==> src/rtl/mips_ctrl_pkg.sv <==
// ---------------------------------------------------------------------------
// mips_ctrl_pkg
//   Shared definitions for the decode control unit and the control pipeline:
//   control-bundle widths, bit positions inside each bundle, the all-zero
//   bubble constants, and the opcode/funct encodings decode works from.
// ---------------------------------------------------------------------------
package mips_ctrl_pkg;

  // Bundle widths
  localparam int WB_W  = 2;
  localparam int MEM_W = 3;
  localparam int EX_W  = 4;

  // Bit positions inside the bundles
  localparam int WB_REGWRITE  = 1;
  localparam int WB_MEMTOREG  = 0;
  localparam int MEM_BRANCH   = 2;
  localparam int MEM_MEMREAD  = 1;
  localparam int MEM_MEMWRITE = 0;

  // Bubble (no-op) contents for each bundle
  localparam logic [WB_W-1:0]  WB_BUBBLE  = '0;
  localparam logic [MEM_W-1:0] MEM_BUBBLE = '0;
  localparam logic [EX_W-1:0]  EX_BUBBLE  = '0;

  // Opcodes shared with decode control
  localparam logic [5:0] OP_RTYPE = 6'h00;
  localparam logic [5:0] OP_BEQ   = 6'h04;
  localparam logic [5:0] OP_ADDI  = 6'h08;
  localparam logic [5:0] OP_LW    = 6'h23;
  localparam logic [5:0] OP_SW    = 6'h2b;

  // R-type funct codes shared with decode control
  localparam logic [5:0] FN_ADD = 6'h20;
  localparam logic [5:0] FN_SUB = 6'h22;
  localparam logic [5:0] FN_AND = 6'h24;
  localparam logic [5:0] FN_OR  = 6'h25;
  localparam logic [5:0] FN_SLT = 6'h2a;

  // Bundle field helpers
  function automatic logic is_load(input logic [MEM_W-1:0] m);
    return m[MEM_MEMREAD];
  endfunction

  function automatic logic is_branch(input logic [MEM_W-1:0] m);
    return m[MEM_BRANCH];
  endfunction

endpackage

==> src/rtl/hazard_detect.sv <==
// ---------------------------------------------------------------------------
// hazard_detect
//   Combinational load-use detector. Raises stall_raw when the instruction
//   in EX is a real load whose destination is a nonzero register read by
//   the real instruction currently in decode.
//
//   Ports
//     idex_mem_read  in   1      MemRead of the instruction in EX
//     idex_valid     in   1      EX holds a real instruction
//     idex_dest      in   REG_W  destination of the instruction in EX
//     id_valid       in   1      decode holds a real instruction
//     id_rs, id_rt   in   REG_W  source registers of the instruction in decode
//     stall_raw      out  1      load-use hazard before branch priority
// ---------------------------------------------------------------------------
module hazard_detect #(
  parameter int REG_W = 5
) (
  input  logic             idex_mem_read,
  input  logic             idex_valid,
  input  logic [REG_W-1:0] idex_dest,
  input  logic             id_valid,
  input  logic [REG_W-1:0] id_rs,
  input  logic [REG_W-1:0] id_rt,
  output logic             stall_raw
);

  logic dest_nz;
  logic src_match;

  // r0 is hard-wired to zero, so a load into it never produces a value to wait for
  assign dest_nz   = (idex_dest != '0);
  assign src_match = (idex_dest == id_rs) || (idex_dest == id_rt);
  assign stall_raw = idex_mem_read && idex_valid && id_valid && dest_nz && src_match;

endmodule

==> src/rtl/ctrl_pipeline.sv <==
// ---------------------------------------------------------------------------
// ctrl_pipeline
//   Carries the decode control bundles through the ID/EX, EX/MEM and MEM/WB
//   registers and unpacks them into per-stage strobes. Inserts one bubble
//   per load-use hazard, resolves branches in MEM (discarding the two
//   wrong-path instructions behind the branch) and counts retirements.
//
//   Ports
//     clk, rst                    clock; synchronous active-high reset
//     id_wb/id_mem/id_ex          control bundles from decode
//     id_valid                    IF/ID holds a real instruction
//     id_rs, id_rt, id_dest       register specifiers of the decode instruction
//     ex_zero                     ALU zero flag of the instruction in EX
//     stall                       hold PC and IF/ID (combinational)
//     flush_ifid, pcsrc           branch taken: discard IF/ID, select target
//     ex_alu_ctrl                 ID/EX ALU control
//     mem_read/mem_write          EX/MEM memory strobes
//     mem_reg_write, mem_dest     EX/MEM write-back info for forwarding
//     wb_reg_write, wb_mem_to_reg MEM/WB write-back strobes
//     wb_dest                     MEM/WB destination register
//     retired                     count of valid instructions leaving WB
// ---------------------------------------------------------------------------
module ctrl_pipeline
  import mips_ctrl_pkg::*;
#(
  parameter int REG_W = 5,
  parameter int CNT_W = 32
) (
  input  logic             clk,
  input  logic             rst,
  input  logic [1:0]       id_wb,
  input  logic [2:0]       id_mem,
  input  logic [3:0]       id_ex,
  input  logic             id_valid,
  input  logic [REG_W-1:0] id_rs,
  input  logic [REG_W-1:0] id_rt,
  input  logic [REG_W-1:0] id_dest,
  input  logic             ex_zero,
  output logic             stall,
  output logic             flush_ifid,
  output logic             pcsrc,
  output logic [3:0]       ex_alu_ctrl,
  output logic             mem_read,
  output logic             mem_write,
  output logic             mem_reg_write,
  output logic [REG_W-1:0] mem_dest,
  output logic             wb_reg_write,
  output logic             wb_mem_to_reg,
  output logic [REG_W-1:0] wb_dest,
  output logic [CNT_W-1:0] retired
);

  // ID/EX stage register
  logic [WB_W-1:0]  wb_p0;
  logic [MEM_W-1:0] mem_p0;
  logic [EX_W-1:0]  ex_p0;
  logic [REG_W-1:0] dest_p0;
  logic             vld_p0;

  // EX/MEM stage register
  logic [WB_W-1:0]  wb_p1;
  logic [MEM_W-1:0] mem_p1;
  logic [REG_W-1:0] dest_p1;
  logic             zero_p1;
  logic             vld_p1;

  // MEM/WB stage register
  logic [WB_W-1:0]  wb_p2;
  logic [REG_W-1:0] dest_p2;
  logic             vld_p2;

  logic [CNT_W-1:0] ret_cnt;

  logic stall_raw;
  logic take_branch;
  logic hold_id;
  logic bubble_p0;

  hazard_detect #(
    .REG_W (REG_W)
  ) u_hazard (
    .idex_mem_read (is_load(mem_p0)),
    .idex_valid    (vld_p0),
    .idex_dest     (dest_p0),
    .id_valid      (id_valid),
    .id_rs         (id_rs),
    .id_rt         (id_rt),
    .stall_raw     (stall_raw)
  );

  // A taken branch discards whatever sits in decode, so there is nothing
  // left to stall for: branch resolution wins over the load-use hazard.
  assign take_branch = is_branch(mem_p1) && zero_p1 && vld_p1;
  assign hold_id     = stall_raw && !take_branch;

  // Decode feeds a bubble on a flush, a stall, or when it holds no instruction
  assign bubble_p0 = take_branch || hold_id || !id_valid;

  assign stall      = hold_id;
  assign flush_ifid = take_branch;
  assign pcsrc      = take_branch;

  // ---- ID -> EX boundary ----
  always_ff @(posedge clk) begin
    if (rst) begin
      wb_p0   <= WB_BUBBLE;
      mem_p0  <= MEM_BUBBLE;
      ex_p0   <= EX_BUBBLE;
      dest_p0 <= '0;
      vld_p0  <= 1'b0;
    end else if (bubble_p0) begin
      wb_p0   <= WB_BUBBLE;
      mem_p0  <= MEM_BUBBLE;
      ex_p0   <= EX_BUBBLE;
      dest_p0 <= '0;
      vld_p0  <= 1'b0;
    end else begin
      wb_p0   <= id_wb;
      mem_p0  <= id_mem;
      ex_p0   <= id_ex;
      dest_p0 <= id_dest;
      vld_p0  <= 1'b1;
    end
  end

  // ---- EX -> MEM boundary ----
  always_ff @(posedge clk) begin
    if (rst || take_branch) begin
      wb_p1   <= WB_BUBBLE;
      mem_p1  <= MEM_BUBBLE;
      dest_p1 <= '0;
      zero_p1 <= 1'b0;
      vld_p1  <= 1'b0;
    end else begin
      wb_p1   <= wb_p0;
      mem_p1  <= mem_p0;
      dest_p1 <= dest_p0;
      zero_p1 <= ex_zero;
      vld_p1  <= vld_p0;
    end
  end

  // ---- MEM -> WB boundary ----
  always_ff @(posedge clk) begin
    if (rst) begin
      wb_p2   <= WB_BUBBLE;
      dest_p2 <= '0;
      vld_p2  <= 1'b0;
    end else begin
      wb_p2   <= wb_p1;
      dest_p2 <= dest_p1;
      vld_p2  <= vld_p1;
    end
  end

  // ---- WB retirement ----
  // Plain binary wrap: all-ones plus one rolls over to zero.
  always_ff @(posedge clk) begin
    if (rst) begin
      ret_cnt <= '0;
    end else if (vld_p2) begin
      ret_cnt <= ret_cnt + {{(CNT_W-1){1'b0}}, 1'b1};
    end
  end

  assign ex_alu_ctrl   = ex_p0;
  assign mem_read      = mem_p1[MEM_MEMREAD];
  assign mem_write     = mem_p1[MEM_MEMWRITE];
  assign mem_reg_write = wb_p1[WB_REGWRITE];
  assign mem_dest      = dest_p1;
  assign wb_reg_write  = wb_p2[WB_REGWRITE];
  assign wb_mem_to_reg = wb_p2[WB_MEMTOREG];
  assign wb_dest       = dest_p2;
  assign retired       = ret_cnt;

endmodule

==> config.mk <==
export PLATFORM = sky130hd
export DESIGN_NAME = ctrl_pipeline
export DESIGN_NICKNAME = d
export VERILOG_FILES = /design/src/rtl/mips_ctrl_pkg.sv /design/src/rtl/hazard_detect.sv /design/src/rtl/ctrl_pipeline.sv
export SDC_FILE = /design/constraint.sdc
export NUM_CORES = 1
export LEC_CHECK = 0
export ABC_AREA = 1
export CAP_MARGIN = 20
export CORE_UTILIZATION = 30
export DETAILED_ROUTE_END_ITERATION = 8
export GPL_TIMING_DRIVEN = 0
export MAX_ROUTING_LAYER = met4
export PLACE_DENSITY = 0.55
export SYNTH_ARGS = -nofsm -noshare
export SYNTH_HDL_FRONTEND = slang
export SYNTH_HIERARCHICAL = 1
export SYNTH_SLANG_ARGS = --single-unit
==> constraint.sdc <==
create_clock -name clk -period 1.2 [get_ports clk]
set_input_delay 0.18 -clock clk [delete_from_list [all_inputs] [get_ports clk]]
set_output_delay 0.18 -clock clk [all_outputs]
set_load 0.005 [all_outputs]
After elaboration in Yosys (flattened, before gate mapping)
Cells that the tools add are included.
{"block": "totals", "register_bits": 67, "inputBits": 28, "output_inout_bits": 54}
{"block": "op_classes", "addsub": 1, "n_eq_ne": 2, "n_mux": 1, "n_reduce_logical": 15}
{"cell": "$add 32x1->32 const B", "count": 1}
{"cell": "$eq 5x5->1", "count": 2}
{"cell": "$logic_and 1x1->1", "count": 7}
{"cell": "$reduce_bool 5->1", "count": 1}
{"cell": "$logic_or 1x1->1", "count": 4}
{"cell": "$logic_not 1->1", "count": 2}
{"cell": "$reduce_or 2->1", "count": 1}
{"cell": "$mux 1", "count": 1}

Longest topological paths before layout
{"block": "depth", "word_depth": 8, "mapped_depth": 10}

Cells and area by module
The synthesis kept the hierarchy.
{"module": "ctrl_pipeline", "instances": 1, "cells_per_inst": 383, "area_per_inst_um2": 2825.2, "seq_area_each_um2": 1341.3}
{"module": "hazard_detect", "instances": 1, "cells_per_inst": 45, "area_per_inst_um2": 196.4, "seq_area_each_um2": 0.0}

Worst setup path before layout
Ideal clock, no wire load.
{"block": "synth_path", "path_kind": "register -> register", "start": "register ret_cnt[0] (netlist: retired[0])", "end": "register ret_cnt[20] (netlist: retired[20])", "t_arrival_ps": 1200, "t_required_ps": 1084, "path_slack_ps": -116, "path_stages_with_launch": 8, "path_buffers": 0, "path_cell_list": "dfxtp_1 > ha_1 > inv_1 > nor2_1 > nand2_1 > nor2_4 > and3_1 > nor2_1"}
{"block": "synth_between", "elab_chain_cells": 1}
{"element": "start, declared", "line_no": "ctrl_pipeline.sv:72", "text": "logic [CNT_W-1:0] ret_cnt;"}
{"element": "start signal, assigned", "line_no": "ctrl_pipeline.sv:162", "text": "ret_cnt <= ret_cnt + {{(CNT_W-1){1'b0}}, 1'b1};"}
{"element": "$add 32x1->32", "line_no": "ctrl_pipeline.sv:162"}
No other way between the ends.
A chain may end at the register's enable or synchronous reset.

Worst setup path in the final report
{"block": "layout_path", "start": "register dest_p0[4]", "end": "output stall"}
{"block": "layout_between", "elab_chain_cells": 4, "word_cells_on_any_way": 7, "classes_between": "2 x eq/ne; 5 x reduce/logical"}
{"element": "start, declared", "line_no": "ctrl_pipeline.sv:57", "text": "logic [REG_W-1:0] dest_p0;"}
{"element": "start signal, assigned", "line_no": "ctrl_pipeline.sv:121", "text": "dest_p0 <= id_dest;"}
{"element": "$eq 5x5->1 or $reduce_bool 5->1 (tied branches)", "line_no": "hazard_detect.sv:32, hazard_detect.sv:31"}
{"element": "$logic_or 1x1->1 or $logic_and 1x1->1 (tied branches)", "line_no": "hazard_detect.sv:32, hazard_detect.sv:33"}
{"element": "$logic_and 1x1->1 (*)", "line_no": "hazard_detect.sv:33", "text": "assign stall_raw = idex_mem_read && idex_valid && id_valid && dest_nz && src_match;"}
{"element": "net stall_raw", "line_no": "ctrl_pipeline.sv:74", "text": "logic stall_raw;"}
{"element": "$logic_and 1x1->1 (*)", "line_no": "ctrl_pipeline.sv:94", "text": "assign hold_id = stall_raw && !take_branch;"}
{"element": "end, declared", "line_no": "ctrl_pipeline.sv:39", "text": "output logic stall,"}
Mark *: on every way through the listed nets, which the timed path passes. The rest lies on a longest branch.

==> run_results.csv <==
group,metric,value,unit
setup_path,ff2ff_path_depth,9,
sta,setup_slack,-0.456,ns
finish,final_core_util,52.7,%
routing,ant_nets,0,
outcome,violations,"setup timing",
clocking,cts_hold_buf,0,
clocking,ctsHtreeMaxLevel,3,
routing,wirelength,8.43,mm
sta,tns,-5.23,ns
global_routing,antenna_found_initial,0,
outcome,status,"finished with violations",
floorplan,dieArea,10500,sq um
global_routing,grt_pass1_wl,13.3,mm
synth,synth_nets,457,
finish,multi_input_area,1770,sq um
synth,synth_cells,428,
pwr,power_leakage,2.43,nW
clocking,clock-sinks,67,
setup_path,reg2reg_slack,-0.18,ns
setup_path,required,1.02,ns
finish,syn_to_final_growth,70.5,%
floorplan,start_util,30.9,%
finish,fillers,942,
setup_path,crit_path_end_kind,"output pin",
finish,final_common_cell,"nor2_1",
global_routing,grt_usage,17.2,%
finish,layout_common_cells,"nor2_1 (80), nand2_1 (63), inv_1 (62)",
global_routing,grt_overflow,0,
clocking,path_clk_slew,0.08,ns
floorplan,ios,82,
routing,remaining_drc_errors,0,
sta,min_period,1.66,ns
sta,max_freq,604,MHz
setup_path,cp_max_fo,4,
finish,seqCellArea,1460,sq um
sta,finClkSkew,0.0143,ns
placement,port-buffer-count,80,
synth,yosysTopAreaCell,"dfxtp_1",
synth,synth_top_area_share,44.4,%
synth,ys_ff_latch,67,
routing,wl_per_cell,11.9,microns
finish,num_antenna_cells,0,
routing,drt_iter0_markers,62,
sta,hold_viol,0,
clocking,numCtsBuffers,9,
sta,final-setup-viol-count,41,
synth,synth_warnings,6,
job,cap_viol_max_count,0,
floorplan,core-area,9770,sq um
clocking,clock_latency,0.35,ns
setup_path,start_kind,"flop",
setup_path,worst_ep_arrival_time,1.48,ns
finish,final_nets,597,
sta,worst-slew-pin-transition,0.484,ns
placement,place_congestion,0.834,
routing,via_count,3090,
synth,ys_seq_area_share,44.4,%
global_routing,grt_start_max_net_pins,13,
synth,ys_types,29,
sta,finalCritPeriodShare,138,%
clocking,cts_tree,"built",
placement,dp.final_hpwl,5.59,mm
routing,viasPerCell,4.38,
floorplan,fp.dieW,102,microns
setup_path,worstSetupPathType,"flop to output pin",
global_routing,grt_pass1_vias,2998,
pwr,power_density,911,nW/um^2
routing,drtPass1Iterations,4,
synth,synthesis.area,3020,sq um
clocking,cts_buffer_depth,2,
sta,rsz0062_at_grt,"true",
pwr,peakVddDrop,587,uV
synth,synth_area_per_cell,7.06,sq um
finish,drive_gt1_share,39.4,%
floorplan,rows,36,
sta,final_max_slew_viol_count,0,
clocking,cts_root_buf,"clkbuf_8",
sta,max-slew-margin-rel,67.7,%
min_path,whs_path_depth,2,
synth,synthTopCellsByArea,"dfxtp_1 (44%), nor2_1 (12%), nand2_1 (11%)",
floorplan,die_h,102,microns
min_path,hp-class,"input port to flop",
-- where the power goes --
| part | internal, mW | switching (mW) | leakage (nW) |
|---|---|---|---|
| Sequential | 2.21 | 0.0260 | 0.572 |
| Combinational | 0.166 | 0.144 | 1.74 |
| Clock | 1.23 | 0.916 | 0.117 |
| Total | 3.61 | 1.09 | 2.43 |
-- cells by family after synthesis --
logic type | after synthesis | share of synthesized area [%]
AOI/OAI and AO/OA | 23 | 3.93
DFF | 67 | 44.4
buffers and inverters | 84 | 11.0
and+or+nand+nor | 246 | 38.2
xor gates and xnor gates | 7 | 2.03
adders and majority gates | 1 | 0.414
-- repair_timing --
action,CTS,global route
pin swaps,38,36
cloned,1,0
setup buffers,32,17
setup endpoints to repair,104,51
resized for setup,197,62
-- synth_stat cells --
master,number
buf_2,2
clkbuf_1,1
inv_1,70
nor2_1,94
buf_6,1
nand3_2,4
dfxtp_1,67
nor3_1,7
o21ai_1,1
nand3_1,21
nor2_2,6
nand3_4,1
inv_2,6
ha_1,1
xnor2_1,4
o21ai_0,5
nor3_2,1
buf_1,2
a21oi_2,1
nand2_4,1
nand4_1,9
a21oi_1,16
and3_1,2
nand2_1,85
xor2_1,3
buf_4,2
nor2_4,10
nand2_2,4
nor2_8,1
-- layout make-up --
cell class,instances,share of cell area [%]
Multi-Input combinational cell,277,34.3
Sequential cell,67,28.3
Timing Repair Buffer,129,22.9
Inverter,76,5.73
Tap cell,133,3.23
Clock buffer,10,2.67
Clock inverter,6,1.70
Buffer,8,1.09
-- stage by stage --
stage | power [mW] | cells | worst slack, ns | hold slack, ns | cell area (sq um)
after floorplan | 2.46 | 428 | -0.0126 | 0.285 | 3060
after global placement | 2.62 | 641 | -0.792 | 0.395 | 4030
after detailed placement | 2.62 | 641 | -0.801 | 0.393 | 4030
after CTS | 4.74 | 690 | -0.464 | 0.127 | 4820
after global routing | 4.89 | 706 | -0.571 | 0.146 | 5150
final | 4.69 | 706 | -0.456 | 0.147 | 5150
-- flip-flops by register name, indices dropped and copies added (netlist names), 2 cells and up --
register     count
mem_dest         5
mem_p1           3
wb_p2            2
wb_p0            2
wb_dest          5
retired         32
dest_p0          5
wb_p1            2
ex_alu_ctrl      4
mem_p0           3
-- worst max-delay path: stages (launching register included) --
cell     delay, ns
dfxtp_2       0.36
inv_2         0.05
nand2_2       0.06
nand2_2       0.05
nor2_1        0.11
nand3_1       0.10
a21oi_2       0.18
nand2_1       0.07
inv_1         0.04
buf_2         0.10
-- path summary, 6_finish.rpt --
kind / start / endpoint
max: dest_p0[4] / stall
min: rst / retired[3]
max reg2reg: dest_p0[4] / ex_alu_ctrl[0]
min reg2reg: wb_p1[0] / wb_p2[0]
-- layer usage --
layer / global-route usage (%) / part of all wire [%]
met5: - / 0
met4: 7.25 / 1.9
met3: 4.38 / 5.5
met2: 29.2 / 50
met1: 19.3 / 43
Power figures use the tool's default switching activity.
